**src/rtl/rv_plic_target_array_pkg.sv**
```systemverilog
// Shared types for the multi-target PLIC core.
package rv_plic_target_array_pkg;

  typedef enum logic [1:0] {
    GwIdle   = 2'b00,
    GwPend   = 2'b01,
    GwActive = 2'b10
  } gw_state_e;

endpackage

```
**src/rtl/rv_plic_target_array_if.sv**
```systemverilog
// Source, configuration and claim/complete signals between the PLIC core and its register file.
interface rv_plic_target_array_if #(
  parameter int unsigned N_SOURCE = 32,
  parameter int unsigned N_TARGET = 2,
  parameter int unsigned MAX_PRIO = 7
);
  localparam int unsigned SrcWidth  = $clog2(N_SOURCE);
  localparam int unsigned PrioWidth = $clog2(MAX_PRIO + 1);

  logic [N_SOURCE-1:0]                intr_src_i;
  logic [N_SOURCE-1:0]                le_i;
  logic [N_SOURCE-1:0][PrioWidth-1:0] prio_i;
  logic [N_TARGET-1:0][N_SOURCE-1:0]  ie_i;
  logic [N_TARGET-1:0][PrioWidth-1:0] threshold_i;
  logic [N_TARGET-1:0]                claim_re_i;
  logic [N_TARGET-1:0][SrcWidth-1:0]  claim_id_o;
  logic [N_TARGET-1:0]                complete_we_i;
  logic [N_TARGET-1:0][SrcWidth-1:0]  complete_id_i;
  logic [N_SOURCE-1:0]                ip_o;
  logic [N_TARGET-1:0]                irq_o;
  logic [N_TARGET-1:0][SrcWidth-1:0]  irq_id_o;

  modport master (
    output intr_src_i, le_i, prio_i, ie_i, threshold_i, claim_re_i, complete_we_i, complete_id_i,
    input  claim_id_o, ip_o, irq_o, irq_id_o
  );

  modport slave (
    input  intr_src_i, le_i, prio_i, ie_i, threshold_i, claim_re_i, complete_we_i, complete_id_i,
    output claim_id_o, ip_o, irq_o, irq_id_o
  );

endinterface

```
**src/rtl/prim_max_tree.sv**
```systemverilog
// Binary max tree over valid entries; on equal values the lower index wins.
module prim_max_tree #(
  parameter int unsigned NumSrc = 32,
  parameter int unsigned Width  = 3
) (
  input  logic [NumSrc-1:0][Width-1:0]        values,
  input  logic [NumSrc-1:0]                   valid,
  output logic [Width-1:0]                    max_value,
  output logic [$clog2(NumSrc)-1:0]           max_idx,
  output logic                                max_valid
);
  localparam int unsigned IdxWidth  = $clog2(NumSrc);
  localparam int unsigned NumLevels = (NumSrc > 1) ? $clog2(NumSrc) : 1;
  localparam int unsigned NumPad    = 2 ** NumLevels;

  logic [NumPad-1:0]                vld;
  logic [NumPad-1:0][Width-1:0]     val;
  logic [NumPad-1:0][IdxWidth-1:0]  idx;

  // Reduced in place: node i of a level only overwrites a slot already consumed.
  always_comb begin
    vld = '0;
    val = '0;
    idx = '0;
    for (int unsigned i = 0; i < NumSrc; i++) begin
      vld[i] = valid[i];
      val[i] = values[i];
      idx[i] = IdxWidth'(i);
    end
    for (int unsigned l = 0; l < NumLevels; l++) begin
      for (int unsigned i = 0; i < (NumPad >> (l + 1)); i++) begin
        if (vld[2*i] && (!vld[2*i+1] || (val[2*i] >= val[2*i+1]))) begin
          vld[i] = vld[2*i];
          val[i] = val[2*i];
          idx[i] = idx[2*i];
        end else begin
          vld[i] = vld[2*i+1];
          val[i] = val[2*i+1];
          idx[i] = idx[2*i+1];
        end
      end
    end
  end

  assign max_valid = vld[0];
  assign max_value = val[0];
  assign max_idx   = idx[0];

endmodule

```
**src/rtl/rv_plic_gateway.sv**
```systemverilog
// Per-source interrupt gateway: level/edge capture, claim/complete lifecycle, edge re-pend latch.
module rv_plic_gateway
  import rv_plic_target_array_pkg::*;
(
  input  logic clk_i,
  input  logic rst_ni,
  input  logic src,
  input  logic le,
  input  logic claim,
  input  logic complete,
  output logic ip
);
  gw_state_e state_q, state_d;
  logic      src_q;
  logic      latch_q, latch_d;
  logic      rise;

  assign rise = src & ~src_q;

  always_comb begin
    state_d = state_q;
    latch_d = latch_q;
    unique case (state_q)
      GwIdle: begin
        if (le ? rise : src) state_d = GwPend;
      end
      GwPend: begin
        if (le && rise) latch_d = 1'b1;
        if (claim) state_d = GwActive;
      end
      GwActive: begin
        if (le && rise) latch_d = 1'b1;
        // Edges seen while busy collapse into a single re-pend on completion.
        if (complete) begin
          if (le && (latch_q || rise)) begin
            state_d = GwPend;
            latch_d = 1'b0;
          end else begin
            state_d = GwIdle;
          end
        end
      end
      default: state_d = GwIdle;
    endcase
    if (!le) latch_d = 1'b0;
  end

  always_ff @(posedge clk_i or negedge rst_ni) begin
    if (!rst_ni) begin
      state_q <= GwIdle;
      src_q   <= 1'b0;
      latch_q <= 1'b0;
    end else begin
      state_q <= state_d;
      src_q   <= src;
      latch_q <= latch_d;
    end
  end

  assign ip = (state_q == GwPend);

endmodule

```
**src/rtl/rv_plic_target_array.sv**
```systemverilog
// Multi-target PLIC core: gateways, per-target priority arbitration and claim/complete handling.
module rv_plic_target_array
  import rv_plic_target_array_pkg::*;
#(
  parameter int unsigned N_SOURCE = 32,
  parameter int unsigned N_TARGET = 2,
  parameter int unsigned MAX_PRIO = 7
) (
  input logic                    clk_i,
  input logic                    rst_ni,
  rv_plic_target_array_if.slave  bus
);
  localparam int unsigned SrcWidth  = $clog2(N_SOURCE);
  localparam int unsigned PrioWidth = $clog2(MAX_PRIO + 1);

  logic [N_SOURCE-1:0]                ip;
  logic [N_SOURCE-1:0]                gw_claim;
  logic [N_SOURCE-1:0]                gw_complete;
  logic [N_TARGET-1:0][PrioWidth-1:0] max_prio;
  logic [N_TARGET-1:0][SrcWidth-1:0]  max_idx;
  logic [N_TARGET-1:0]                max_vld;
  logic [N_TARGET-1:0]                irq_d, irq_q;
  logic [N_TARGET-1:0][SrcWidth-1:0]  irq_id_d, irq_id_q;
  logic [N_TARGET-1:0]                grant;
  logic [N_TARGET-1:0][SrcWidth-1:0]  claim_id;

  // Source 0 is reserved: its gateway never sees a request or a completion.
  for (genvar s = 0; s < N_SOURCE; s++) begin : g_gw
    rv_plic_gateway u_gateway (
      .clk_i    (clk_i),
      .rst_ni   (rst_ni),
      .src      ((s == 0) ? 1'b0 : bus.intr_src_i[s]),
      .le       (bus.le_i[s]),
      .claim    (gw_claim[s]),
      .complete (gw_complete[s]),
      .ip       (ip[s])
    );
  end

  always_comb begin
    gw_complete = '0;
    for (int unsigned s = 1; s < N_SOURCE; s++) begin
      for (int unsigned t = 0; t < N_TARGET; t++) begin
        if (bus.complete_we_i[t] && (bus.complete_id_i[t] == SrcWidth'(s))) begin
          gw_complete[s] = 1'b1;
        end
      end
    end
  end

  for (genvar t = 0; t < N_TARGET; t++) begin : g_tgt
    prim_max_tree #(
      .NumSrc (N_SOURCE),
      .Width  (PrioWidth)
    ) u_max_tree (
      .values    (bus.prio_i),
      .valid     (ip & bus.ie_i[t]),
      .max_value (max_prio[t]),
      .max_idx   (max_idx[t]),
      .max_valid (max_vld[t])
    );
  end

  always_comb begin
    irq_d    = '0;
    irq_id_d = '0;
    for (int unsigned t = 0; t < N_TARGET; t++) begin
      irq_d[t]    = max_vld[t] && (max_prio[t] > bus.threshold_i[t]);
      irq_id_d[t] = max_vld[t] ? max_idx[t] : '0;
    end
  end

  always_ff @(posedge clk_i or negedge rst_ni) begin
    if (!rst_ni) begin
      irq_q    <= '0;
      irq_id_q <= '0;
    end else begin
      irq_q    <= irq_d;
      irq_id_q <= irq_id_d;
    end
  end

  // Claim chain: checking live ip filters stale IDs; lower-index targets win same-ID races.
  always_comb begin
    grant    = '0;
    claim_id = '0;
    gw_claim = '0;
    for (int unsigned t = 0; t < N_TARGET; t++) begin
      if (bus.claim_re_i[t] && irq_q[t] && ip[irq_id_q[t]]) begin
        grant[t] = 1'b1;
        for (int unsigned u = 0; u < t; u++) begin
          if (grant[u] && (irq_id_q[u] == irq_id_q[t])) grant[t] = 1'b0;
        end
      end
      if (grant[t]) begin
        claim_id[t]           = irq_id_q[t];
        gw_claim[irq_id_q[t]] = 1'b1;
      end
    end
  end

  assign bus.ip_o       = ip;
  assign bus.irq_o      = irq_q;
  assign bus.irq_id_o   = irq_id_q;
  assign bus.claim_id_o = claim_id;

endmodule

```
**src/flat_wrapper.sv**
```systemverilog
// flat-port wrapper written by rule: the top's interface ports become plain ports
module rv_plic_target_array_flat import rv_plic_target_array_pkg::*;
#(
  parameter int unsigned N_SOURCE = 32,
  parameter int unsigned N_TARGET = 2,
  parameter int unsigned MAX_PRIO = 7
)
  (clk_i, rst_ni, bus_intr_src_i, bus_le_i, bus_prio_i, bus_ie_i, bus_threshold_i, bus_claim_re_i, bus_complete_we_i, bus_complete_id_i, bus_claim_id_o, bus_ip_o, bus_irq_o, bus_irq_id_o);
  rv_plic_target_array_if #(.N_SOURCE(N_SOURCE), .N_TARGET(N_TARGET), .MAX_PRIO(MAX_PRIO)) bus_i ();
  input logic clk_i;
  input logic rst_ni;
  input wire logic [$bits(bus_i.intr_src_i)-1:0] bus_intr_src_i;
  input wire logic [$bits(bus_i.le_i)-1:0] bus_le_i;
  input wire logic [$bits(bus_i.prio_i)-1:0] bus_prio_i;
  input wire logic [$bits(bus_i.ie_i)-1:0] bus_ie_i;
  input wire logic [$bits(bus_i.threshold_i)-1:0] bus_threshold_i;
  input wire logic [$bits(bus_i.claim_re_i)-1:0] bus_claim_re_i;
  input wire logic [$bits(bus_i.complete_we_i)-1:0] bus_complete_we_i;
  input wire logic [$bits(bus_i.complete_id_i)-1:0] bus_complete_id_i;
  output wire logic [$bits(bus_i.claim_id_o)-1:0] bus_claim_id_o;
  output wire logic [$bits(bus_i.ip_o)-1:0] bus_ip_o;
  output wire logic [$bits(bus_i.irq_o)-1:0] bus_irq_o;
  output wire logic [$bits(bus_i.irq_id_o)-1:0] bus_irq_id_o;
  assign bus_i.intr_src_i = bus_intr_src_i;
  assign bus_i.le_i = bus_le_i;
  assign bus_i.prio_i = bus_prio_i;
  assign bus_i.ie_i = bus_ie_i;
  assign bus_i.threshold_i = bus_threshold_i;
  assign bus_i.claim_re_i = bus_claim_re_i;
  assign bus_i.complete_we_i = bus_complete_we_i;
  assign bus_i.complete_id_i = bus_complete_id_i;
  assign bus_claim_id_o = bus_i.claim_id_o;
  assign bus_ip_o = bus_i.ip_o;
  assign bus_irq_o = bus_i.irq_o;
  assign bus_irq_id_o = bus_i.irq_id_o;
  rv_plic_target_array #(.N_SOURCE(N_SOURCE), .N_TARGET(N_TARGET), .MAX_PRIO(MAX_PRIO)) u_core (.clk_i(clk_i), .rst_ni(rst_ni), .bus(bus_i));
endmodule
```
**config.mk**
```make
export PLATFORM = sky130hd
export DESIGN_NAME = rv_plic_target_array_flat
export DESIGN_NICKNAME = d
export VERILOG_FILES = /design/src/rtl/rv_plic_target_array_pkg.sv /design/src/rtl/rv_plic_target_array_if.sv /design/src/rtl/prim_max_tree.sv /design/src/rtl/rv_plic_gateway.sv /design/src/rtl/rv_plic_target_array.sv /design/src/flat_wrapper.sv
export SDC_FILE = /design/constraint.sdc
export NUM_CORES = 1
export LEC_CHECK = 0
export ABC_AREA = 0
export BUFFER_PORTS_ARGS = -buffer_cell sky130_fd_sc_hd__clkbuf_2
export CAP_MARGIN = 40
export CORE_AREA = 2 2 152 302
export CTS_CLUSTER_DIAMETER = 80
export CTS_CLUSTER_SIZE = 24
export DETAILED_ROUTE_END_ITERATION = 16
export DIE_AREA = 0 0 154 304
export PLACE_DENSITY = 0.6
export SYNTH_ARGS = -nofsm -noshare
export SYNTH_HDL_FRONTEND = slang
export SYNTH_HIERARCHICAL = 1
export SYNTH_SLANG_ARGS = --single-unit
```
**constraint.sdc**
```tcl
create_clock -name clk_i -period 20.5 [get_ports clk_i]
set_input_delay 3.075 -clock clk_i [delete_from_list [all_inputs] [get_ports clk_i]]
set_output_delay 3.075 -clock clk_i [all_outputs]
set_load 0.05 [all_outputs]
```
==> reports/metrics.cfg, run 1 <==
[clocking]
clockBufferDepth = 2
cts-htree-levels = 4
ctsResizeCount = 0
postCtsSetupBuffers = 0
clk_latency_ns = 0.44
cts_root_buf = clkbuf_16
ctsHoldBuffers = 0
tritoncts = yes
path_clk_slew_ns = 0.06
cts_made_buffers = 17
clkSinkCount = 140

[logic_synthesis]
synthArstFlopShare = 1.00
ys_ff_latch = 140
synthCells = 2148
synth.avg_cell_area_um2 = 8.20
yosysUniqueCellTypes = 91
synth-xor-area-share = 0.00249
synth_warnings = 6
synth-compound-area-share = 0.274
ys.flop_type = dfrtp_1
synth_top_area_cell = dfrtp_1
synth.top_cells.by_area = dfrtp_1 (20%), ha_1 (14%), mux2i_1 (5.8%), inv_1 (5.3%), nor2b_1 (4.1%)
synth_mux_area_frac = 0.0847
synth-simple-area-share = 0.233
synthAdderAreaFrac = 0.136
synth_top_family_by_area = compound AO/OA/AOI/OAI gates
synth_edf_count = 0
synth_top_area_frac = 0.199
syn_area_um2 = 17600
seq_area_frac_synth = 0.199

[sta]
fin_crit_sh = 0.564
rsz0062_at_grt = no
max_freq_mhz = 86.5
setup_viol = 0
hold_viol = 0
slew_headroom = 0.435
hold_ws_ns = 0.510
fin_crit_ns = 11.56
fin_skew_ns = 0.0178
setup_ws_ns = 8.94
tns_ns = 0
worst_pin_slew_ns = 0.847
slew_violations = 0

[drt]
detail_route.vias_per_cell = 5.85
route.detailed.drc = 2
initialDrtViolationCount = 1240
firstDrtPassIters = 12
wirelength_um = 58500
vias = 17700
post_drt_wl_per_cell_um = 19.4
ant_nets = 0

[critical_path]
path_class = in -> reg
crit_path_start_kind = input pin
critPathSlowestCell = a211oi_1
arrival_ns = 11.88
endpoint_kind = register
worstPathMaxFanout = 12
required_ns = 20.82
critical-path-max-stage-delay_ns = 0.55
crit_path_frequent_cell = ha_1

[final_layout]
final.fill_count = 4514
regArea_um2 = 3500
final_common_cell = clkbuf_2
layout-drive-gt1-share = 0.207
area_growth_pct = 15.2
layout_common_cells = clkbuf_2 (297), inv_1 (249), ha_1 (192)
multi_input_area_um2 = 12900
nNetsFinal = 2884
final_util = 0.454

[run]
maxCapViolations = 0

[global_routing]
grt_first_pass_wirelength_um = 90300
antenna_found_initial = 3
grt_pass1_vias = 16400
grt.overflow.total = 0
grt_max_degree = 75
grt_util_all_layers = 0.244

[floorplanning]
core_um2 = 44700
rows = 110
fp.dieH_um = 304
initial_core_util = 0.394
die_area_um2 = 46800
ios = 300
die_x_um = 154

[placement]
place_hpwl_um = 48200
io_buffers = 298
place_ws_ns = 8.51
place_congestion = 0.929

[power]
p_leak_nw = 10.3
power_mw = 3.87
ir_drop_v = 0.000226
power_density_nw_per_um2 = 191

[status]
violations = DRC
status = finished, violations left

[worst_hold_path]
min_path_type = reg -> reg

==> metal layers <==
| layer | wire length [um] | up-vias | GRT usage | part of all wire |
|---|---|---|---|---|
| met2 | 27400 | 634 | 0.408 | 0.47 |
| met4 | 1760 | 2 | 0.0769 | 0.030 |
| met5 | 13 | - | 0 | 0.00022 |
| li1 | - | 8563 | - | - |
| met1 | 25800 | 8394 | 0.322 | 0.44 |
| met3 | 3620 | 71 | 0.0363 | 0.062 |
==> state kept, by name, indices dropped and copies added, names as in the netlist <==
signal,flops
u_core/bus.irq_o,2
u_core/g_gw.u_gateway/src_q,32
u_core/g_gw.u_gateway/state_q,64
u_core/bus.irq_id_o,10
u_core/g_gw.u_gateway/latch_q,32
==> metrics by stage <==
stage	cells	cell area [um2]
2_1_floorplan	2153	17600
3_3_place_gp	2984	19700
3_5_place_dp	2987	19700
4_1_cts	3019	20300
5_1_grt	3020	20300
6_report	3021	20300
==> cell usage after synthesis, types with 12 or more instances <==
cell type  instances
a211oi_1          20
a21o_1            28
a21oi_1          109
a221oi_1          16
a22o_2            25
a22oi_1           12
a311oi_1          27
a31oi_1           48
and2_1            96
buf_2             12
clkbuf_1          15
dfrtp_1          140
ha_1             192
inv_1            249
mux2_2            15
mux2i_1          102
nand2_1          174
nand2b_1          53
nand3_1           44
nand3b_1          20
nor2_1           109
nor2b_1          116
nor3_1            23
o2111ai_1         17
o211a_1           52
o21ai_0           16
o21ai_1           40
o22ai_1          104
==> worst max-delay path, delay by kind of cell <==
family                   cells  cell delay [ns]
buffers and inverters        4             0.56
AND/OR/NAND/NOR             10             1.51
AO/OA/AOI/OAI               19             5.02
adder cells (fa/ha/maj)      6             1.73
==> cell type report <==
cell class	instances	share of cell area
diodes	2	0.000247
clock buffers	20	0.0225
clock inverters	12	0.00444
inverters	249	0.0461
multi-input cells	1717	0.635
flip-flops and latches	140	0.173
well taps	560	0.0345
repair buffers	321	0.0843
==> cell families after synthesis <==
group                      Yosys count
and+or+nand+nor                    741
AOI/OAI and AO/OA                  642
buffers and inverters              296
adders and majority gates          192
DFF                                140
muxes                              131
xor gates and xnor gates             5
other                                1
==> power by group <==
group | switching (mW) | internal, mW
Clock | 0.131 | 0.162
Sequential | 0.109 | 0.351
Combinational | 1.85 | 1.27
Total | 2.09 | 1.79
==> final timing paths <==
kind | start | endpoint | slack (ns) | cells after the start
min in group asynchronous | rst_ni | u_core/g_gw[24].u_gateway/state_q[0]$_DFFE_PN0P_ | 2.67 | 1
max in group asynchronous | rst_ni | u_core/g_gw[15].u_gateway/state_q[1]$_DFFE_PN0P_ | 16.73 | 3
min | u_core/g_gw[3].u_gateway/state_q[0]$_DFFE_PN0P_ | u_core/g_gw[3].u_gateway/state_q[1]$_DFFE_PN0P_ | 0.51 | 1
min reg2reg | u_core/g_gw[3].u_gateway/state_q[0]$_DFFE_PN0P_ | u_core/g_gw[3].u_gateway/state_q[1]$_DFFE_PN0P_ | 0.51 | 1
max reg2reg | u_core/g_gw[17].u_gateway/state_q[0]$_DFFE_PN0P_ | u_core/bus.irq_o[0]$_DFF_PN0_ | 10.96 | 38
max | bus_prio_i[56] | u_core/bus.irq_o[0]$_DFF_PN0_ | 8.94 | 39
Power figures use the tool's default switching activity.
==> inputs of run 2 (changes only) <==
Clock period 20.5 ns to 11.7 ns, I/O delays scaled along.
==> reports/metrics.cfg, run 2 (same netlist as run 1, synthesis figures left out) <==
[status]
status = finished, violations left  ; unchanged
violations = DRC  ; unchanged

[global_routing]
met1_usage = 0.323  ; was 0.322
use_met3 = 0.0402  ; was 0.0363
grt_busiest_layer = met2  ; unchanged
grt_util_all_layers = 0.242  ; was 0.244
grt.overflow.total = 0  ; unchanged
grt_use_met2 = 0.389  ; was 0.408
grt_first_pass_wirelength_um = 89600  ; was 90300 um
grt_pass1_vias = 16300  ; was 16400
grt_max_degree = 73  ; was 75
antenna_found_initial = 3  ; unchanged

[critical_path]
required_ns = 11.98  ; was 20.82 ns
critical-path-max-stage-delay_ns = 0.55  ; about the same
reg2reg_slack_ns = 2.20  ; was 10.96 ns
critPathSlowestCell = a221oi_1  ; was a211oi_1
crit_path_frequent_cell = ha_1  ; unchanged
arrival_ns = 10.51  ; was 11.88 ns
worstPathMaxFanout = 12  ; unchanged
crit_path_start_kind = input pin  ; unchanged
endpoint_kind = register  ; unchanged
path_class = in -> reg  ; unchanged
r2r_end = u_core/bus.irq_o[0]$_DFF_PN0_  ; unchanged
r2r_start = u_core/g_gw[17].u_gateway/state_q[0]$_DFFE_PN0P_  ; unchanged
ff2ff_path_depth = 38  ; unchanged

[floorplanning]
initial_core_util = 0.394  ; unchanged
die_area_um2 = 46800  ; unchanged
fp.dieH_um = 304  ; unchanged
core_um2 = 44700  ; unchanged
rows = 110  ; unchanged
die_x_um = 154  ; unchanged
ios = 300  ; unchanged

[clocking]
clk_latency_ns = 0.43  ; was 0.44 ns
path_clk_slew_ns = 0.06  ; about the same
postCtsSetupBuffers = 0  ; unchanged
ctsHoldBuffers = 0  ; unchanged
clkSinkCount = 140  ; unchanged
cts_made_buffers = 17  ; unchanged
cts_root_buf = clkbuf_16  ; unchanged
tritoncts = yes  ; unchanged
clockBufferDepth = 2  ; unchanged
ctsResizeCount = 0  ; unchanged
cts-htree-levels = 4  ; unchanged

[sta]
fin_skew_ns = 0.00801  ; was 0.0178 ns
setup_viol = 0  ; unchanged
max_freq_mhz = 97.8
rsz0062_at_grt = no  ; unchanged
slew_violations = 0  ; unchanged
hold_viol = 0  ; unchanged
fin_crit_sh = 0.874
fin_crit_ns = 10.23
worst_pin_slew_ns = 0.852  ; was 0.847 ns
slew_headroom = 0.427  ; was 0.435
tns_ns = 0  ; unchanged

[placement]
io_buffers = 298  ; unchanged
place_congestion = 0.911  ; was 0.929
place_hpwl_um = 47900  ; was 48200 um

[power]
combPwrFrac = 0.795  ; was 0.806
power_mw = 6.84  ; was 3.87 mW
p_leak_nw = 10.3  ; about the same
swShare = 0.531  ; was 0.539
pwr-share-clk = 0.086  ; was 0.076
ir_drop_v = 0.000379  ; was 0.000226 V
seqPwrFrac = 0.118  ; about the same
p_int_mw = 3.21  ; was 1.79 mW
p_switching_mw = 3.63  ; was 2.09 mW
power_density_nw_per_um2 = 336  ; was 191 nW/um2

[worst_hold_path]
hold_path_end = u_core/g_gw[4].u_gateway/state_q[1]$_DFFE_PN0P_  ; was u_core/g_gw[3].u_gateway/state_q[1]$_DFFE_PN0P_
min_path_type = reg -> reg  ; unchanged
hp-start = u_core/g_gw[4].u_gateway/state_q[0]$_DFFE_PN0P_  ; was u_core/g_gw[3].u_gateway/state_q[0]$_DFFE_PN0P_
hold_depth = 1  ; unchanged

[drt]
wirelength_um = 58300  ; was 58500 um
initialDrtViolationCount = 1246  ; was 1240
firstDrtPassIters = 11  ; was 12
ant_nets = 0  ; unchanged
vias = 17400  ; was 17700
post_drt_wl_per_cell_um = 19.3  ; was 19.4 um
route.detailed.drc = 1  ; was 2
detail_route.vias_per_cell = 5.76  ; was 5.85

[final_layout]
final_common_cell = clkbuf_2  ; unchanged
layout-drive-gt1-share = 0.206  ; was 0.207
final.fill_count = 4539  ; was 4514
layout_common_cells = clkbuf_2 (297), inv_1 (249), ha_1 (192)  ; unchanged
area_growth_pct = 15.5  ; was 15.2%
regMostFlops = u_core/g_gw.u_gateway/state_q  ; unchanged
biggestRegsByFlops = u_core/g_gw.u_gateway/state_q x64, u_core/g_gw.u_gateway/latch_q x32, u_core/g_gw.u_gateway/src_q x32  ; unchanged
regArea_um2 = 3500  ; unchanged
nNetsFinal = 2882  ; was 2884
multi_input_area_um2 = 12900  ; unchanged
largest_reg_flops = 64  ; unchanged

[run]
maxCapViolations = 0  ; unchanged

-- run 2: cell count changes in the layout (fill, tap and decap cells not counted) --
cell | previous run | this run
clkinv_2 | 2 | 1
clkinv_4 | 2 | 1
buf_8 | 0 | 1
bufinv_16 | 0 | 4
buf_16 | 2 | 1
buf_4 | 21 | 19
inv_6 | 2 | 0
clkinvlp_4 | 6 | 4
clkbuf_8 | 2 | 3
-- run 2: layer usage --
metal | share of wire | wire length, um
met5 | 0.00021 | 12
met4 | 0.042 | 2420
met3 | 0.068 | 3970
met2 | 0.45 | 26400
met1 | 0.44 | 25400
-- run 2: area by class of cell --
type,count,share of cell area
clock buffer,21,0.0231
inverter,249,0.0459
tap,560,0.0344
multi-input combinational,1717,0.633
timing repair buffer,319,0.0827
sequential,140,0.172
antenna,2,0.000246
clock inverter,10,0.00806
-- run 2: worst max path at each step --
stage              startpoint  slack, ns                             to  cells after the start
6_report       bus_prio_i[56]       1.47  u_core/bus.irq_o[0]$_DFF_PN0_                     39
5_1_grt        bus_prio_i[90]       0.91  u_core/bus.irq_o[1]$_DFF_PN0_                     39
4_1_cts        bus_prio_i[56]       1.57  u_core/bus.irq_o[0]$_DFF_PN0_                     39
3_5_place_dp   bus_prio_i[56]       1.15  u_core/bus.irq_o[0]$_DFF_PN0_                     40
3_3_place_gp   bus_prio_i[56]       1.19  u_core/bus.irq_o[0]$_DFF_PN0_                     39
2_1_floorplan  bus_prio_i[59]       2.47  u_core/bus.irq_o[0]$_DFF_PN0_                     39
-- run 2: power by group through the flow --
stage	registers, mW	clock network [mW]	logic, mW
6_report	0.809	0.591	5.44
3_5_place_dp	0.813	0	5.42
4_1_cts	0.805	0.602	5.45
5_1_grt	0.829	0.621	6.01
3_3_place_gp	0.817	0	5.35
2_1_floorplan	0.779	0	4.16
-- run 2: worst max-delay path: cells and delay by family --
family                   cells  cell delay [ns]
adder cells (fa/ha/maj)      6             1.64
AND/OR/NAND/NOR              9             1.35
buffers and inverters        4             0.53
AO/OA/AOI/OAI               20             5.23
-- run 2: metrics by stage --
stage	area [um2]	worst slack, ns	util	std cells	hold WS (ns)
6_report	20300	1.47	0.455	3018	0.508
5_1_grt	20300	0.907	0.455	3018	0.546
4_1_cts	20300	1.57	0.455	3016	0.509
3_5_place_dp	19700	1.15	0.441	2985	0.497
3_3_place_gp	19700	1.19	0.439	2982	0.492
2_1_floorplan	17600	2.47	-	2153	0.473
==> inputs of run 3 (changes only) <==
==> constraint.sdc (replaced) <==
create_clock -name clk_i -period 12.3 [get_ports clk_i]
set_input_delay 1.845 -clock clk_i [delete_from_list [all_inputs] [get_ports clk_i]]
set_output_delay 1.845 -clock clk_i [all_outputs]
set_load 0.01 [all_outputs]
==> reports/metrics.cfg, run 3 (same netlist as run 1, synthesis figures left out) <==
[critical_path]
critPathSlowestCell = o32ai_1  ; was a221oi_1
crit_path_frequent_cell = ha_1  ; unchanged
endpoint = u_core/bus.irq_o[0]$_DFF_PN0_  ; unchanged
worst-path-stages = 38  ; was 39
r2r_start = u_core/g_gw[17].u_gateway/state_q[0]$_DFFE_PN0P_  ; unchanged
arrival_ns = 10.93  ; was 10.51 ns
path_class = in -> reg  ; unchanged
r2r_end = u_core/bus.irq_o[0]$_DFF_PN0_  ; unchanged
critical-path-max-stage-delay_ns = 0.80  ; was 0.55 ns
required_ns = 12.59  ; was 11.98 ns
critPathLaunch = bus_prio_i[56]  ; unchanged
crit_path_start_kind = input pin  ; unchanged
ff2ff_path_depth = 37  ; was 38
worstPathMaxFanout = 9  ; was 12
endpoint_kind = register  ; unchanged
path_delay_family = compound AO/OA/AOI/OAI gates  ; unchanged
reg2reg_slack_ns = 2.48  ; was 2.20 ns
worst-path-buf-inv = 3  ; was 4

[sta]
worst_pin_slew_ns = 0.930  ; was 0.852 ns
slew_headroom = 0.378  ; was 0.427
tns_ns = 0  ; unchanged
max_freq_mhz = 94.0
slew_violations = 0  ; unchanged
hold_ws_ns = 0.505  ; was 0.508 ns
fin_crit_sh = 0.865
hold_viol = 0  ; unchanged
setup_viol = 0  ; unchanged
rsz0062_at_grt = no  ; unchanged
setup_ws_ns = 1.66  ; was 1.47 ns
fin_skew_ns = 0.00908  ; was 0.00801 ns
fin_crit_ns = 10.64

[placement]
io_buffers = 298  ; unchanged
place_inst = 2992  ; was 2985
place_congestion = 0.932  ; was 0.911
post_dp_cell_area_um2 = 19800  ; was 19700 um2
place_hpwl_um = 48400  ; was 47900 um
place_ws_ns = 1.32  ; was 1.15 ns

[drt]
route.detailed.drc = 0  ; was 1
met1_length_um = 25900  ; was 25400 um
met3_length_um = 3350  ; was 3970 um
initialDrtViolationCount = 1198  ; was 1246
wirelength_um = 58600  ; was 58300 um
firstDrtPassIters = 8  ; was 11
detail_route.vias_per_cell = 5.78  ; was 5.76
post_drt_wl_per_cell_um = 19.4  ; was 19.3 um
top_layer = met5  ; unchanged
ant_nets = 0  ; unchanged
vias = 17500  ; was 17400
wl_met2_um = 27600  ; was 26400 um

[clocking]
cts_made_buffers = 17  ; unchanged
tritoncts = yes  ; unchanged
cts-htree-levels = 4  ; unchanged
cts_root_buf = clkbuf_16  ; unchanged
clockBufferDepth = 2  ; unchanged
clk_latency_ns = 0.43  ; about the same
path_clk_slew_ns = 0.06  ; about the same
ctsResizeCount = 0  ; unchanged
postCtsSetupBuffers = 0  ; unchanged
ctsHoldBuffers = 0  ; unchanged
clkSinkCount = 140  ; unchanged

[floorplanning]
die_x_um = 154  ; unchanged
rows = 110  ; unchanged
fp.dieH_um = 304  ; unchanged
core_um2 = 44700  ; unchanged
initial_core_util = 0.394  ; unchanged
die_area_um2 = 46800  ; unchanged
ios = 300  ; unchanged

[global_routing]
grt_util_all_layers = 0.244  ; was 0.242
grt.overflow.total = 0  ; unchanged
grt_max_degree = 70  ; was 73
grt_pass1_vias = 16400  ; was 16300
antenna_found_initial = 2  ; was 3
grt_first_pass_wirelength_um = 90700  ; was 89600 um

[final_layout]
regMostFlops = u_core/g_gw.u_gateway/state_q  ; unchanged
final_util = 0.455  ; about the same
area_growth_pct = 15.5  ; about the same
final_common_cell = clkbuf_2  ; unchanged
final.fill_count = 4497  ; was 4539
largest_reg_flops = 64  ; unchanged
nNetsFinal = 2889  ; was 2882
design_area_um2 = 20300  ; about the same
regArea_um2 = 3500  ; unchanged
multi_input_area_um2 = 12900  ; unchanged
layout_common_cells = clkbuf_2 (297), inv_1 (249), ha_1 (192)  ; unchanged
layout-drive-gt1-share = 0.208  ; was 0.206
layout.cells.non_filler = 3025  ; was 3018
biggestRegsByFlops = u_core/g_gw.u_gateway/state_q x64, u_core/g_gw.u_gateway/latch_q x32, u_core/g_gw.u_gateway/src_q x32  ; unchanged

[status]
status = finished clean  ; was finished, violations left

[worst_hold_path]
min_path_type = reg -> reg  ; unchanged

[power]
power_mw = 6.24  ; was 6.84 mW
p_leak_nw = 10.3  ; about the same
ir_drop_v = 0.000365  ; was 0.000379 V
power_density_nw_per_um2 = 307  ; was 336 nW/um2

[run]
maxCapViolations = 0  ; unchanged

## run 3: changes by cell type in the layout (fill, tap and decap cells not counted), sizes merged
cell / before / now
inv: 249 / 251
clkinv: 2 / 5
buf: 22 / 29
bufinv: 4 / 1
clkbuf: 318 / 317
diode: 2 / 1
## run 3: worst register-to-register path: cells and delay by family (launching register included)
| family | cells | cell delay [ns] |
|---|---|---|
| adder cells (fa/ha/maj) | 5 | 1.44 |
| buffers and inverters | 2 | 0.16 |
| AO/OA/AOI/OAI | 20 | 5.40 |
| flip-flops | 1 | 0.43 |
| AND/OR/NAND/NOR | 10 | 2.25 |
## run 3: area by class of cell
type                            instances  area share
Multi-Input combinational cell       1717       0.633
Sequential cell                       140       0.172
Timing Repair Buffer                  326      0.0859
Inverter                              249      0.0459
Tap cell                              560      0.0344
Clock buffer                           20      0.0224
Clock inverter                         12     0.00560
Antenna cell                            1    0.000123
## run 3: report_power, final
| part | switching (mW) | leakage, nW | internal, mW |
|---|---|---|---|
| combinational | 2.84 | 8.33 | 2.13 |
| clock | 0.213 | 0.269 | 0.290 |
| sequential | 0.179 | 1.69 | 0.584 |
## run 3: routing by layer
layer  track usage  vias to the layer above
li1              -                     8560
met4        0.0759                        2
met5             0                        -
met3        0.0370                       71
met1         0.323                     8275
met2         0.409                      587
## run 3: worst min path at each step
stage | startpoint | to | slack, ns | depth (start not counted)
6_report | u_core/g_gw[4].u_gateway/state_q[0]$_DFFE_PN0P_ | u_core/g_gw[4].u_gateway/state_q[1]$_DFFE_PN0P_ | 0.50 | 1
5_1_grt | u_core/g_gw[7].u_gateway/state_q[0]$_DFFE_PN0P_ | u_core/g_gw[7].u_gateway/state_q[1]$_DFFE_PN0P_ | 0.54 | 1
4_1_cts | u_core/g_gw[4].u_gateway/state_q[0]$_DFFE_PN0P_ | u_core/g_gw[4].u_gateway/state_q[1]$_DFFE_PN0P_ | 0.51 | 1
3_5_place_dp | u_core/g_gw[4].u_gateway/state_q[0]$_DFFE_PN0P_ | u_core/g_gw[4].u_gateway/state_q[1]$_DFFE_PN0P_ | 0.50 | 1
3_3_place_gp | u_core/g_gw[9].u_gateway/state_q[0]$_DFFE_PN0P_ | u_core/g_gw[9].u_gateway/state_q[1]$_DFFE_PN0P_ | 0.49 | 1
2_1_floorplan | u_core/g_gw[3].u_gateway/state_q[0]$_DFFE_PN0P_ | u_core/g_gw[3].u_gateway/state_q[1]$_DFFE_PN0P_ | 0.47 | 1
